`src/rtl/keypad_pkg.sv`:
```
`default_nettype none
//============================================================================
// Module : keypad_pkg
// Brief  : Shared state encoding, constants and key map for the 4x4 keypad.
// Rev    : 1.0
//============================================================================
package keypad_pkg;

    typedef enum logic [1:0] {
        SCAN     = 2'd0,
        PRESS_DB = 2'd1,
        HELD     = 2'd2,
        REL_DB   = 2'd3
    } kp_state_t;

    localparam logic [3:0] COL_RESET = 4'b1110;
    localparam logic [3:0] ROWS_IDLE = 4'b1111;

    // Indexed by {row, col}; leftmost entry is index 15 (row 3, col 3).
    localparam logic [15:0][3:0] KEY_MAP = {
        4'hD, 4'hF, 4'h0, 4'hE,
        4'hC, 4'h9, 4'h8, 4'h7,
        4'hB, 4'h6, 4'h5, 4'h4,
        4'hA, 4'h3, 4'h2, 4'h1
    };

    function automatic logic [3:0] key_code(input logic [1:0] row_idx,
                                            input logic [1:0] col_idx);
        return KEY_MAP[{row_idx, col_idx}];
    endfunction

    // Lowest-numbered active-low row wins when several rows are pulled down.
    function automatic logic [1:0] lowest_low(input logic [3:0] rows);
        logic [1:0] idx;
        casez (rows)
            4'b???0: idx = 2'd0;
            4'b??01: idx = 2'd1;
            4'b?011: idx = 2'd2;
            default: idx = 2'd3;
        endcase
        return idx;
    endfunction

endpackage
`default_nettype wire

```
`src/rtl/keypad_row_sync.sv`:
```
`default_nettype none
//============================================================================
// Module : keypad_row_sync
// Brief  : Two-flop synchroniser for the asynchronous keypad row inputs.
// Rev    : 1.0
//============================================================================
module keypad_row_sync
    import keypad_pkg::*;
(
    input  logic       clk,
    input  logic       reset_n,
    input  logic [3:0] i_row,
    output logic [3:0] o_row_s
);

    logic [3:0] r_meta;
    logic [3:0] r_sync;

    always_ff @(posedge clk) begin
        if (!reset_n) begin
            r_meta <= ROWS_IDLE;
            r_sync <= ROWS_IDLE;
        end else begin
            r_meta <= i_row;
            r_sync <= r_meta;
        end
    end

    assign o_row_s = r_sync;

endmodule
`default_nettype wire

```
`src/rtl/keypad_scan_4x4.sv`:
```
`default_nettype none
//============================================================================
// Module : keypad_scan_4x4
// Brief  : 4x4 matrix keypad scanner with press/release debounce.
// Rev    : 1.0
//============================================================================
module keypad_scan_4x4
    import keypad_pkg::*;
#(
    parameter int SCAN_DIV     = 50000,
    parameter int DEBOUNCE_CNT = 500000,
    parameter int CNT_W        = 20
)(
    input  logic       clk,
    input  logic       reset_n,
    input  logic [3:0] row,
    output logic [3:0] col,
    output logic [3:0] key_value,
    output logic       key_valid,
    output logic       key_down
);

    localparam logic [CNT_W-1:0] c_dwell_last = CNT_W'(SCAN_DIV - 1);
    localparam logic [CNT_W-1:0] c_db_last    = CNT_W'(DEBOUNCE_CNT - 1);

    kp_state_t        r_state;
    kp_state_t        w_state_nxt;
    logic [CNT_W-1:0] r_dwell;
    logic [CNT_W-1:0] r_db_cnt;
    logic [1:0]       r_col_idx;
    logic [1:0]       r_row_idx;
    logic [3:0]       r_pattern;
    logic [3:0]       r_key_value;
    logic             r_key_valid;
    logic             r_key_down;
    logic [3:0]       w_row_s;
    logic             w_dwell_end;
    logic             w_db_end;
    logic             w_hit;

    keypad_row_sync u_row_sync (
        .clk     (clk),
        .reset_n (reset_n),
        .i_row   (row),
        .o_row_s (w_row_s)
    );

    always_comb begin
        w_state_nxt = r_state;
        w_dwell_end = (r_dwell == c_dwell_last);
        w_db_end    = (r_db_cnt == c_db_last);
        w_hit       = (w_row_s != ROWS_IDLE);
        case (r_state)
            SCAN: begin
                if (w_dwell_end && w_hit)
                    w_state_nxt = PRESS_DB;
            end
            PRESS_DB: begin
                if (w_row_s != r_pattern)
                    w_state_nxt = SCAN;
                else if (w_db_end)
                    w_state_nxt = HELD;
            end
            HELD: begin
                if (!w_hit)
                    w_state_nxt = REL_DB;
            end
            REL_DB: begin
                if (w_hit)
                    w_state_nxt = HELD;
                else if (w_db_end)
                    w_state_nxt = SCAN;
            end
            default: w_state_nxt = SCAN;
        endcase
    end

    always_ff @(posedge clk) begin
        if (!reset_n)
            r_state <= SCAN;
        else
            r_state <= w_state_nxt;
    end

    always_ff @(posedge clk) begin
        if (!reset_n) begin
            r_dwell     <= '0;
            r_db_cnt    <= '0;
            r_col_idx   <= 2'd0;
            r_row_idx   <= 2'd0;
            r_pattern   <= ROWS_IDLE;
            r_key_value <= 4'h0;
            r_key_valid <= 1'b0;
            r_key_down  <= 1'b0;
        end else begin
            // Dwell restarts from zero whenever SCAN is (re)entered.
            if (r_state == SCAN && !w_dwell_end)
                r_dwell <= r_dwell + 1'b1;
            else
                r_dwell <= '0;

            if (r_state == SCAN && w_dwell_end) begin
                if (w_hit) begin
                    r_pattern <= w_row_s;
                    r_row_idx <= lowest_low(w_row_s);
                end else begin
                    r_col_idx <= r_col_idx + 1'b1;
                end
            end

            // Counter stops at its terminal value; the state change clears it.
            if (w_state_nxt != r_state)
                r_db_cnt <= '0;
            else if ((r_state == PRESS_DB || r_state == REL_DB) && !w_db_end)
                r_db_cnt <= r_db_cnt + 1'b1;

            r_key_valid <= (r_state == PRESS_DB) && (w_state_nxt == HELD);
            if (r_state == PRESS_DB && w_state_nxt == HELD)
                r_key_value <= key_code(r_row_idx, r_col_idx);

            r_key_down <= (w_state_nxt == HELD) || (w_state_nxt == REL_DB);
        end
    end

    assign col       = ~(4'b0001 << r_col_idx);
    assign key_value = r_key_value;
    assign key_valid = r_key_valid;
    assign key_down  = r_key_down;

endmodule
`default_nettype wire

```
`config.mk`:
```
export PLATFORM = sky130hd
export DESIGN_NAME = keypad_scan_4x4
export DESIGN_NICKNAME = d
export VERILOG_FILES = /design/src/rtl/keypad_pkg.sv /design/src/rtl/keypad_row_sync.sv /design/src/rtl/keypad_scan_4x4.sv
export SDC_FILE = /design/constraint.sdc
export NUM_CORES = 1
export LEC_CHECK = 0
export ABC_AREA = 0
export CORE_UTILIZATION = 28
export DETAILED_ROUTE_END_ITERATION = 8
export DONT_BUFFER_PORTS = 1
export PLACE_DENSITY = 0.44
export SYNTH_ARGS = -nofsm -noshare
export SYNTH_HDL_FRONTEND = slang
export SYNTH_SLANG_ARGS = --single-unit
export TNS_END_PERCENT = 30
```
`constraint.sdc`:
```
create_clock -name clk -period 1.93 [get_ports clk]
set_input_delay 0.193 -clock clk [delete_from_list [all_inputs] [get_ports clk]]
set_output_delay 0.193 -clock clk [all_outputs]
set_load 0.02 [all_outputs]
```
==> flow_summary.json, run 1 <==
{
  "netlist_area_mm2": 0.00298,
  "wl_mm": 6.22,
  "vias": 2367,
  "yosys_register_bits": 63,
  "grt_antenna_before_repair": 0,
  "pwr-share-clk": 0.502,
  "cts_setup_buffers": 0,
  "path_max_fanout": 15,
  "tns_ns": 0,
  "drt_iter0_drc": 59,
  "switching_share": 0.201,
  "grt_pass1_wl_mm": 10.7,
  "htree_levels": 3,
  "yosysWarnings": 0,
  "p_comb_frac": 0.025,
  "start_kind": "flop",
  "dp_slack_ns": 0.0363,
  "syn_to_final_growth_pct": 20.8,
  "final.setup_skew_ns": 0.0127,
  "die_x_um": 105,
  "reg2reg_depth": 7,
  "clkTransAtPathRegs_ns": 0.07,
  "hpwl_mm": 4.34,
  "arrival_ns": 2.02,
  "r2r_end": "r_db_cnt[3]",
  "fmax_mhz": 556,
  "drive_gt1_frac": 0.144,
  "reg2reg_slack_ns": 0.13,
  "place_inst": 483,
  "vdd.ir_drop.worst_mv": 0.429,
  "worst_slack_ns": 0.131,
  "critPathRequiredTime_ns": 2.15,
  "synthArstFlopShare": 0,
  "critical_path.endpoint_type": "flop",
  "cp.depth": 7,
  "drc": 0,
  "synth-edff-count": 0,
  "clk_path_buf_depth": 2,
  "grt_pass1_vias": 2190,
  "crit_family": "simple AND/OR/NAND/NOR gates",
  "portBuffers": 0,
  "crit_chain": "ha_1 > and4_1 > nand2_1 > or2_2 > nand3_1 > buf_12 > o22ai_1",
  "grt_max_degree": 21,
  "slowest_delay_ns": 0.40,
  "hp-class": "input pin to flop",
  "insertion_delay_ns": 0.34,
  "r2r_start": "r_db_cnt[0]",
  "leakagePower_nw": 1.25,
  "worst_pin_slew_ns": 0.626,
  "io_pins": 16,
  "grt_use_total": 0.122,
  "power.total_mw": 2.80,
  "hold_path_end": "r_col_idx[1]",
  "wire_per_inst_um": 12.3,
  "die_h_um": 105,
  "initial_core_util": 0.289,
  "setup_viol": 0,
  "diodes": 0,
  "synth_nets": 349,
  "die_area_mm2": 0.0111,
  "nets": 377,
  "grt_overflow": 0,
  "fin_cells": 504,
  "drv_cap": 0,
  "synth_seq_area_share": 0.423,
  "path_buf_inv": 1,
  "p_sw_uw": 561,
  "status": "finished, final reports clean",
  "drtAntennaViolNets": 0,
  "hold_viol_final": 0,
  "ys_types": 48,
  "crit_slowest_cell": "dfxtp_1",
  "path_class": "flop to flop",
  "cts_tree": "done",
  "synth_top_flop_cell": "dfxtp_1",
  "syn_inst": 335,
  "cts-root-buf": "clkbuf_8",
  "period_share": 0.932,
  "seqPwrFrac": 0.472,
  "cts_buffers": 9,
  "hold_path.startpoint": "reset_n",
  "power.density_mw_per_mm2": 777,
  "dr.pass1.iters": 4,
  "syn_area_per_cell_um2": 8.90,
  "rows": 37,
  "rsz0062_at_grt": "yes",
  "gp_congestion": 0.740,
  "core_region_area_mm2": 0.0103,
  "max_slew_margin": 0.582,
  "cts_sinks": 63,
  "avgViaCountPerCell": 4.70,
  "holdPathStages": 2,
  "p_int_mw": 2.24,
  "slew_violations": 0,
  "holdWs_ns": 0.0190,
  "period_needed_ns": 1.80
}
[power by group through the flow]
stage | Combinational [mW] | Clock [mW] | Sequential (mW)
after global routing | 0.0786 | 1.51 | 1.32
final | 0.0701 | 1.41 | 1.32
after global placement | 0.0575 | 0 | 1.35
after CTS | 0.0714 | 1.45 | 1.32
after detailed placement | 0.0579 | 0 | 1.35
after floorplan | 0.0484 | 0 | 1.35
[sequential cells by signal, indices dropped and copies added (netlist names)]
signal and count:
r_state 2, r_dwell 20, u_row_sync.r_meta 4, key_valid 1, r_db_cnt 20, r_col_idx 2, key_value 4, r_row_idx 2
u_row_sync.o_row_s 4, r_pattern 4
[logic make-up (layout without fill, tap and decap cells)]
kind of cell    Yosys count  count (layout)  share of synthesized area
buf+inv                  28              61                     0.0440
xor+xnor                 37              37                      0.109
mux                      10              10                     0.0386
simple gates            149             149                      0.273
compound gates           40              40                     0.0797
flops                    63              63                      0.423
fa+ha+maj                 8               8                     0.0336
[worst reg2reg max path, stage by stage (launching register included)]
cell and delay (ns):
dfxtp_1 0.40, ha_1 0.20, and4_1 0.26, nand2_1 0.11, or2_2 0.35, nand3_1 0.14
buf_12 0.15, o22ai_1 0.07
[layer usage]
metal	GRT usage	part of all wire	wire length, um	vias up
met1	0.160	0.49	3030	1099
met3	0.0346	0.033	208	9
met5	0	0	0	-
met4	0.0453	0.018	109	0
met2	0.190	0.46	2870	35
li1	-	-	-	1224
[synth_stat cells, types with 2 or more instances]
master	number	area [um^2]
dfxtp_1	63	1260
nor2_1	36	135
nand2_1	26	97.6
nand3_1	22	110
xor2_1	20	175
a21oi_1	19	95.1
inv_1	17	63.8
xnor2_1	17	149
nand4_1	12	75.1
nand2b_1	10	62.6
ha_1	8	100
nor3_1	8	40.0
mux2i_1	7	70.1
nor4_1	7	43.8
o21ai_0	7	35.0
and4_1	6	52.6
clkbuf_1	5	18.8
or3_1	4	25.0
o22ai_1	3	18.8
a211oi_1	2	15.0
a21boi_0	2	15.0
and3_1	2	12.5
and4_2	2	20.0
buf_2	2	10.0
mux2_2	2	22.5
nor4_4	2	42.5
o2111ai_1	2	17.5
or2_2	2	12.5
[metrics by stage]
step	area, um^2	utilization
floorplan	2980	-
global placement	3290	0.319
CTS	3590	0.348
detailed placement	3290	0.319
global route	3600	0.349
finish	3600	0.349
[area by class of cell]
| type | count | area (um^2) |
|---|---|---|
| fillers | 1080 | 6720 |
| multi-input cells | 244 | 1600 |
| flip-flops and latches | 63 | 1260 |
| repair buffers | 27 | 253 |
| well taps | 136 | 170 |
| clock buffers | 11 | 141 |
| clock inverters | 5 | 105 |
| inverters | 18 | 67.6 |
[cells in the final DEF, fill, tap and decap left out, types with 2 or more instances in the layout]
cell type	synthesis	routed
nor3_1	8	8
dfxtp_1	63	63
dlygate4sd3_1	0	5
nor2_1	36	36
buf_4	0	19
inv_1	17	17
or3_1	4	4
clkinvlp_4	0	2
mux2i_1	7	7
clkbuf_8	1	10
nand3_1	22	22
a21oi_1	19	19
nand2b_1	10	10
o2111ai_1	2	2
or2_2	2	2
xnor2_1	17	17
and3_1	2	2
xor2_1	20	20
a211oi_1	2	2
nand4_1	12	12
nor4_4	2	2
nor4_1	7	7
nand2_1	26	26
and4_1	6	6
mux2_2	2	2
o22ai_1	3	3
ha_1	8	8
buf_12	0	3
o21ai_0	7	6
bufinv_16	0	3
[worst max-delay path by stage]
stage                startpoint      endpoint  slack (ns)
finish              r_db_cnt[0]   r_db_cnt[3]        0.13
detailed placement   r_dwell[0]   r_db_cnt[0]        0.04
global placement     r_dwell[0]   r_db_cnt[0]        0.07
global route        r_db_cnt[0]  key_value[0]        0.01
floorplan           r_dwell[13]   r_db_cnt[9]        0.05
CTS                  r_dwell[0]   r_db_cnt[0]        0.03
[what timing repair did]
action	CTS	global route
endpoints found under the setup margin	0	27
hold buffers	5	0
endpoints found under the hold margin	16	0
resized for setup	0	6
(Power assumes the default switching activity.)
==> inputs of run 2 (changes only) <==
--- a/config.mk
+++ b/config.mk
@@ -6,10 +6,10 @@
 export NUM_CORES = 1
 export LEC_CHECK = 0
 export ABC_AREA = 0
-export CORE_UTILIZATION = 28
+export CORE_UTILIZATION = 40
 export DETAILED_ROUTE_END_ITERATION = 8
 export DONT_BUFFER_PORTS = 1
-export PLACE_DENSITY = 0.44
+export PLACE_DENSITY = 0.57
 export SYNTH_ARGS = -nofsm -noshare
 export SYNTH_HDL_FRONTEND = slang
 export SYNTH_SLANG_ARGS = --single-unit
==> flow_summary.json, run 2 (synthesized netlist as in run 1, its figures left out) <==
{
  "grt_pass1_wl_mm": 10.1,
  "cts-root-buf": "clkbuf_8",
  "period_share": 0.951,
  "start_kind": "flop",
  "htree_levels": 3,
  "wire_per_inst_um": 12.8,
  "clkTransAtPathRegs_ns": 0.07,
  "avgViaCountPerCell": 5.01,
  "nets": 380,
  "mostFrequentLayoutCells": "dfxtp_1 (63), nor2_1 (36), nand2_1 (26), nand3_1 (21), buf_4 (21)",
  "rsz0062_at_grt": "yes",
  "grt_max_degree": 21,
  "drc": 0,
  "hpwl_mm": 4.19,
  "portBuffers": 0,
  "leakagePower_nw": 1.24,
  "final.setup_skew_ns": 0.00906,
  "cts_setup_buffers": 0,
  "cts_tree": "done",
  "drv_cap": 0,
  "vias": 2356,
  "reg2reg_slack_ns": 0.09,
  "clk_path_buf_depth": 2,
  "max_slew_margin": 0.571,
  "power.density_mw_per_mm2": 680,
  "n_fill_cell": 715,
  "core_region_area_mm2": 0.00721,
  "rows": 31,
  "drive_gt1_frac": 0.156,
  "vdd.ir_drop.worst_mv": 0.372,
  "startpoint": "r_dwell[13]",
  "worst_pin_slew_ns": 0.641,
  "die_h_um": 88.4,
  "status": "finished, final reports clean",
  "diodes": 0,
  "slowest_delay_ns": 0.54,
  "r2r_end": "r_db_cnt[5]",
  "die_area_mm2": 0.00781,
  "wl_mm": 6.00,
  "endpoint": "r_db_cnt[5]",
  "largestRegisters": "r_db_cnt: 20 flops, r_dwell: 20 flops",
  "fmax_mhz": 545,
  "fin_cells": 470,
  "crit_slowest_cell": "or4b_4",
  "critical_path.endpoint_type": "flop",
  "io_pins": 16,
  "grt_antenna_before_repair": 0,
  "final_common_cell": "dfxtp_1",
  "setup_viol": 0,
  "place_inst": 448,
  "arrival_ns": 2.06,
  "gp_congestion": 0.817,
  "grt_pass1_vias": 2220,
  "syn_to_final_growth_pct": 18.0,
  "cp.depth": 6,
  "dr.pass1.iters": 4,
  "path_class": "flop to flop",
  "crit_chain": "or4b_4 > nor4_4 > nand4_1 > nand3_2 > buf_12 > o211ai_1",
  "power.total_mw": 2.39,
  "multi_input_area_mm2": 0.00161,
  "reg2reg_depth": 6,
  "r2r_start": "r_dwell[13]",
  "cts_sinks": 63,
  "path_max_fanout": 18,
  "cts_buffers": 9,
  "final_core_util": 0.488,
  "die_x_um": 88.4,
  "grt_overflow": 0,
  "slew_violations": 0,
  "drt_iter0_drc": 109,
  "grt_use_total": 0.172,
  "initial_core_util": 0.413,
  "critPathRequiredTime_ns": 2.15,
  "insertion_delay_ns": 0.34,
  "hp-class": "input pin to flop",
  "path_buf_inv": 1,
  "drtAntennaViolNets": 0,
  "hold_viol_final": 0,
  "regArea_mm2": 0.00126,
  "period_needed_ns": 1.84,
  "crit_family": "simple AND/OR/NAND/NOR gates"
}
[run 2: what timing repair did]
item                       4_1_cts  5_1_grt
hold buffers                     6        0
gates resized for setup          0        5
hold endpoints to repair        16        0
setup endpoints to repair        0       29
[run 2: cell type report]
cell class | count | area share
tap | 99 | 0.0352
clock buffer | 9 | 0.0352
inverter | 18 | 0.0192
sequential | 63 | 0.358
clock inverter | 7 | 0.0142
multi-input combinational | 244 | 0.459
timing repair buffer | 30 | 0.0789
[run 2: through the flow]
stage               hold WS [ns]  setup TNS, ns  worst slack, ns  instance area [um^2]
finish                    0.0558              0           0.0938                  3520
detailed placement         0.266              0           0.0328                  3260
floorplan                  0.294              0           0.0499                  2980
CTS                       0.0423              0           0.0188                  3490
global placement           0.264              0           0.0749                  3260
global route              0.0473        -0.0124          -0.0124                  3520
[run 2: report_power, final]
group / total, mW / switching, mW / internal [mW]
combinational: 0.0734 / 0.0396 / 0.0337
sequential: 1.32 / 0.00963 / 1.31
clock: 0.999 / 0.532 / 0.466
total: 2.39 / 0.581 / 1.81
[run 2: per-layer routing]
metal | up-vias | GRT usage | part of all wire
met5 | - | 0 | 0
met4 | 0 | 0.0645 | 0.015
met3 | 8 | 0.0597 | 0.026
met2 | 23 | 0.273 | 0.47
met1 | 1100 | 0.215 | 0.49
li1 | 1225 | - | -
[run 2: how the worst min path moves through the flow]
stage | startpoint | endpoint | depth (start not counted)
after floorplan | row[0] | u_row_sync.r_meta[0] | 1
after global placement | reset_n | r_pattern[3] | 1
after detailed placement | reset_n | r_pattern[3] | 1
after CTS | reset_n | r_db_cnt[5] | 2
after global routing | reset_n | r_db_cnt[2] | 2
final | reset_n | r_db_cnt[2] | 2
==> inputs of run 3 (changes only) <==
--- a/config.mk
+++ b/config.mk
@@ -6,6 +6,7 @@
 export NUM_CORES = 1
 export LEC_CHECK = 0
 export ABC_AREA = 0
+export CORE_ASPECT_RATIO = 1.75
 export CORE_UTILIZATION = 40
 export DETAILED_ROUTE_END_ITERATION = 8
 export DONT_BUFFER_PORTS = 1
==> flow_summary.json, run 3 (synthesized netlist as in run 1, its figures left out) <==
{
  "insertion_delay_ns": 0.33,
  "grt_overflow": 0,
  "setup_viol": 0,
  "cts_tree": "done",
  "mostFrequentLayoutCells": "dfxtp_1 (63), nor2_1 (36), nand2_1 (26), buf_4 (23), nand3_1 (22)",
  "hold_viol_final": 0,
  "grt_antenna_before_repair": 0,
  "drc": 0,
  "initial_core_util": 0.412,
  "syn_to_final_growth_pct": 21.0,
  "reg2reg_depth": 6,
  "grt_pass1_vias": 2435,
  "die_area_mm2": 0.00782,
  "wire_per_inst_um": 14.0,
  "die_h_um": 116,
  "drive_gt1_frac": 0.145,
  "start_kind": "flop",
  "drt_iter0_drc": 93,
  "cts_sinks": 63,
  "vdd.ir_drop.worst_mv": 0.491,
  "io_pins": 16,
  "diodes": 0,
  "htree_levels": 3,
  "path_class": "flop to flop",
  "max_slew_margin": 0.591,
  "leakagePower_nw": 1.29,
  "drv_cap": 0,
  "final.setup_skew_ns": 0.00503,
  "rows": 41,
  "drtAntennaViolNets": 0,
  "critPathRequiredTime_ns": 2.12,
  "core_region_area_mm2": 0.00723,
  "power.total_mw": 2.97,
  "hp-class": "input pin to flop",
  "arrival_ns": 2.05,
  "vias": 2408,
  "avgViaCountPerCell": 5.26,
  "clk_path_buf_depth": 2,
  "gp_congestion": 0.815,
  "hpwl_mm": 4.73,
  "clkTransAtPathRegs_ns": 0.05,
  "status": "finished, final reports clean",
  "dpl_cell_area_mm2": 0.00326,
  "largestRegisters": "r_db_cnt: 20 flops, r_dwell: 20 flops",
  "path_max_fanout": 4,
  "nets": 381,
  "dr.pass1.iters": 4,
  "cts-root-buf": "clkbuf_16",
  "grt_pass1_wl_mm": 10.8,
  "power.density_mw_per_mm2": 823,
  "fin_area_mm2": 0.00361,
  "grt_use_total": 0.187,
  "n_fill_cell": 705,
  "portBuffers": 0,
  "cts_setup_buffers": 0,
  "wl_mm": 6.40,
  "critical_path.endpoint_type": "flop",
  "worst_pin_slew_ns": 0.612,
  "period_share": 0.966,
  "rsz0062_at_grt": "no",
  "period_needed_ns": 1.86,
  "fmax_mhz": 536,
  "holdPathStages": 2,
  "die_x_um": 67.3,
  "slew_violations": 0,
  "cts_buffers": 9,
  "grt_max_degree": 21,
  "final_common_cell": "dfxtp_1"
}
run 3: changes by cell type in the layout (fill, tap and decap cells not counted), moves of 2 or more:
cell / previous run / this run
clkbuf_16: 0 / 9
clkbuf_8: 9 / 1
clkinv_4: 4 / 0
clkbuf_1: 0 / 3
buf_4: 21 / 23
clkinv_2: 3 / 1
run 3: final timing paths:
| check | startpoint | endpoint | slack, ns |
|---|---|---|---|
| worst max register to register | r_dwell[0] | r_db_cnt[0] | 0.07 |
| worst min-delay path | reset_n | r_col_idx[1] | 0.02 |
| worst min register to register | u_row_sync.r_meta[0] | u_row_sync.o_row_s[0] | 0.40 |
| worst max-delay path | r_dwell[0] | r_db_cnt[0] | 0.07 |
run 3: cell type report:
type                       instances  area, um^2  share of cell area
inverter                          18        67.6              0.0187
clock inverter                     3        42.5              0.0118
tap                               86         108              0.0298
clock buffer                      13         250              0.0693
timing repair buffer              31         283              0.0783
sequential                        63        1260               0.349
multi-input combinational        244        1600               0.443
run 3: through the flow:
stage	setup slack [ns]	utilization	instances	TNS, ns	hold slack (ns)
CTS	0.0128	0.498	458	0	0.0137
global route	0.00701	0.499	458	0	0.0318
floorplan	0.0499	-	335	0	0.294
global placement	0.0711	0.451	437	0	0.262
detailed placement	-0.0188	0.451	437	-0.0188	0.262
finish	0.0659	0.499	458	0	0.0242
run 3: where the power goes:
group | internal (mW) | total [mW] | switching [mW]
Combinational | 0.0320 | 0.0708 | 0.0388
Sequential | 1.32 | 1.33 | 0.00981
Clock | 1.03 | 1.57 | 0.541
Total | 2.38 | 2.97 | 0.590
run 3: worst max-delay path, cell delays in order, from the launching register on:
cell and delay, ns:
dfxtp_1 0.33, ha_1 0.24, and3_2 0.19, and4_2 0.21, nand4_1 0.18, a21boi_0 0.12, a2111oi_1 0.45
run 3: what timing repair did:
action / CTS / global route
hold buffers: 5 / 0
resized for setup: 1 / 1
setup endpoints to repair: 1 / 23
pin swaps: 0 / 2
hold endpoints to repair: 15 / 0
run 3: routing by layer:
metal,vias up,routed length (um),global-route usage
li1,1238,-,-
met1,1107,2290,0.166
met2,38,3620,0.356
met3,25,221,0.0459
met4,0,270,0.123
met5,-,0,0
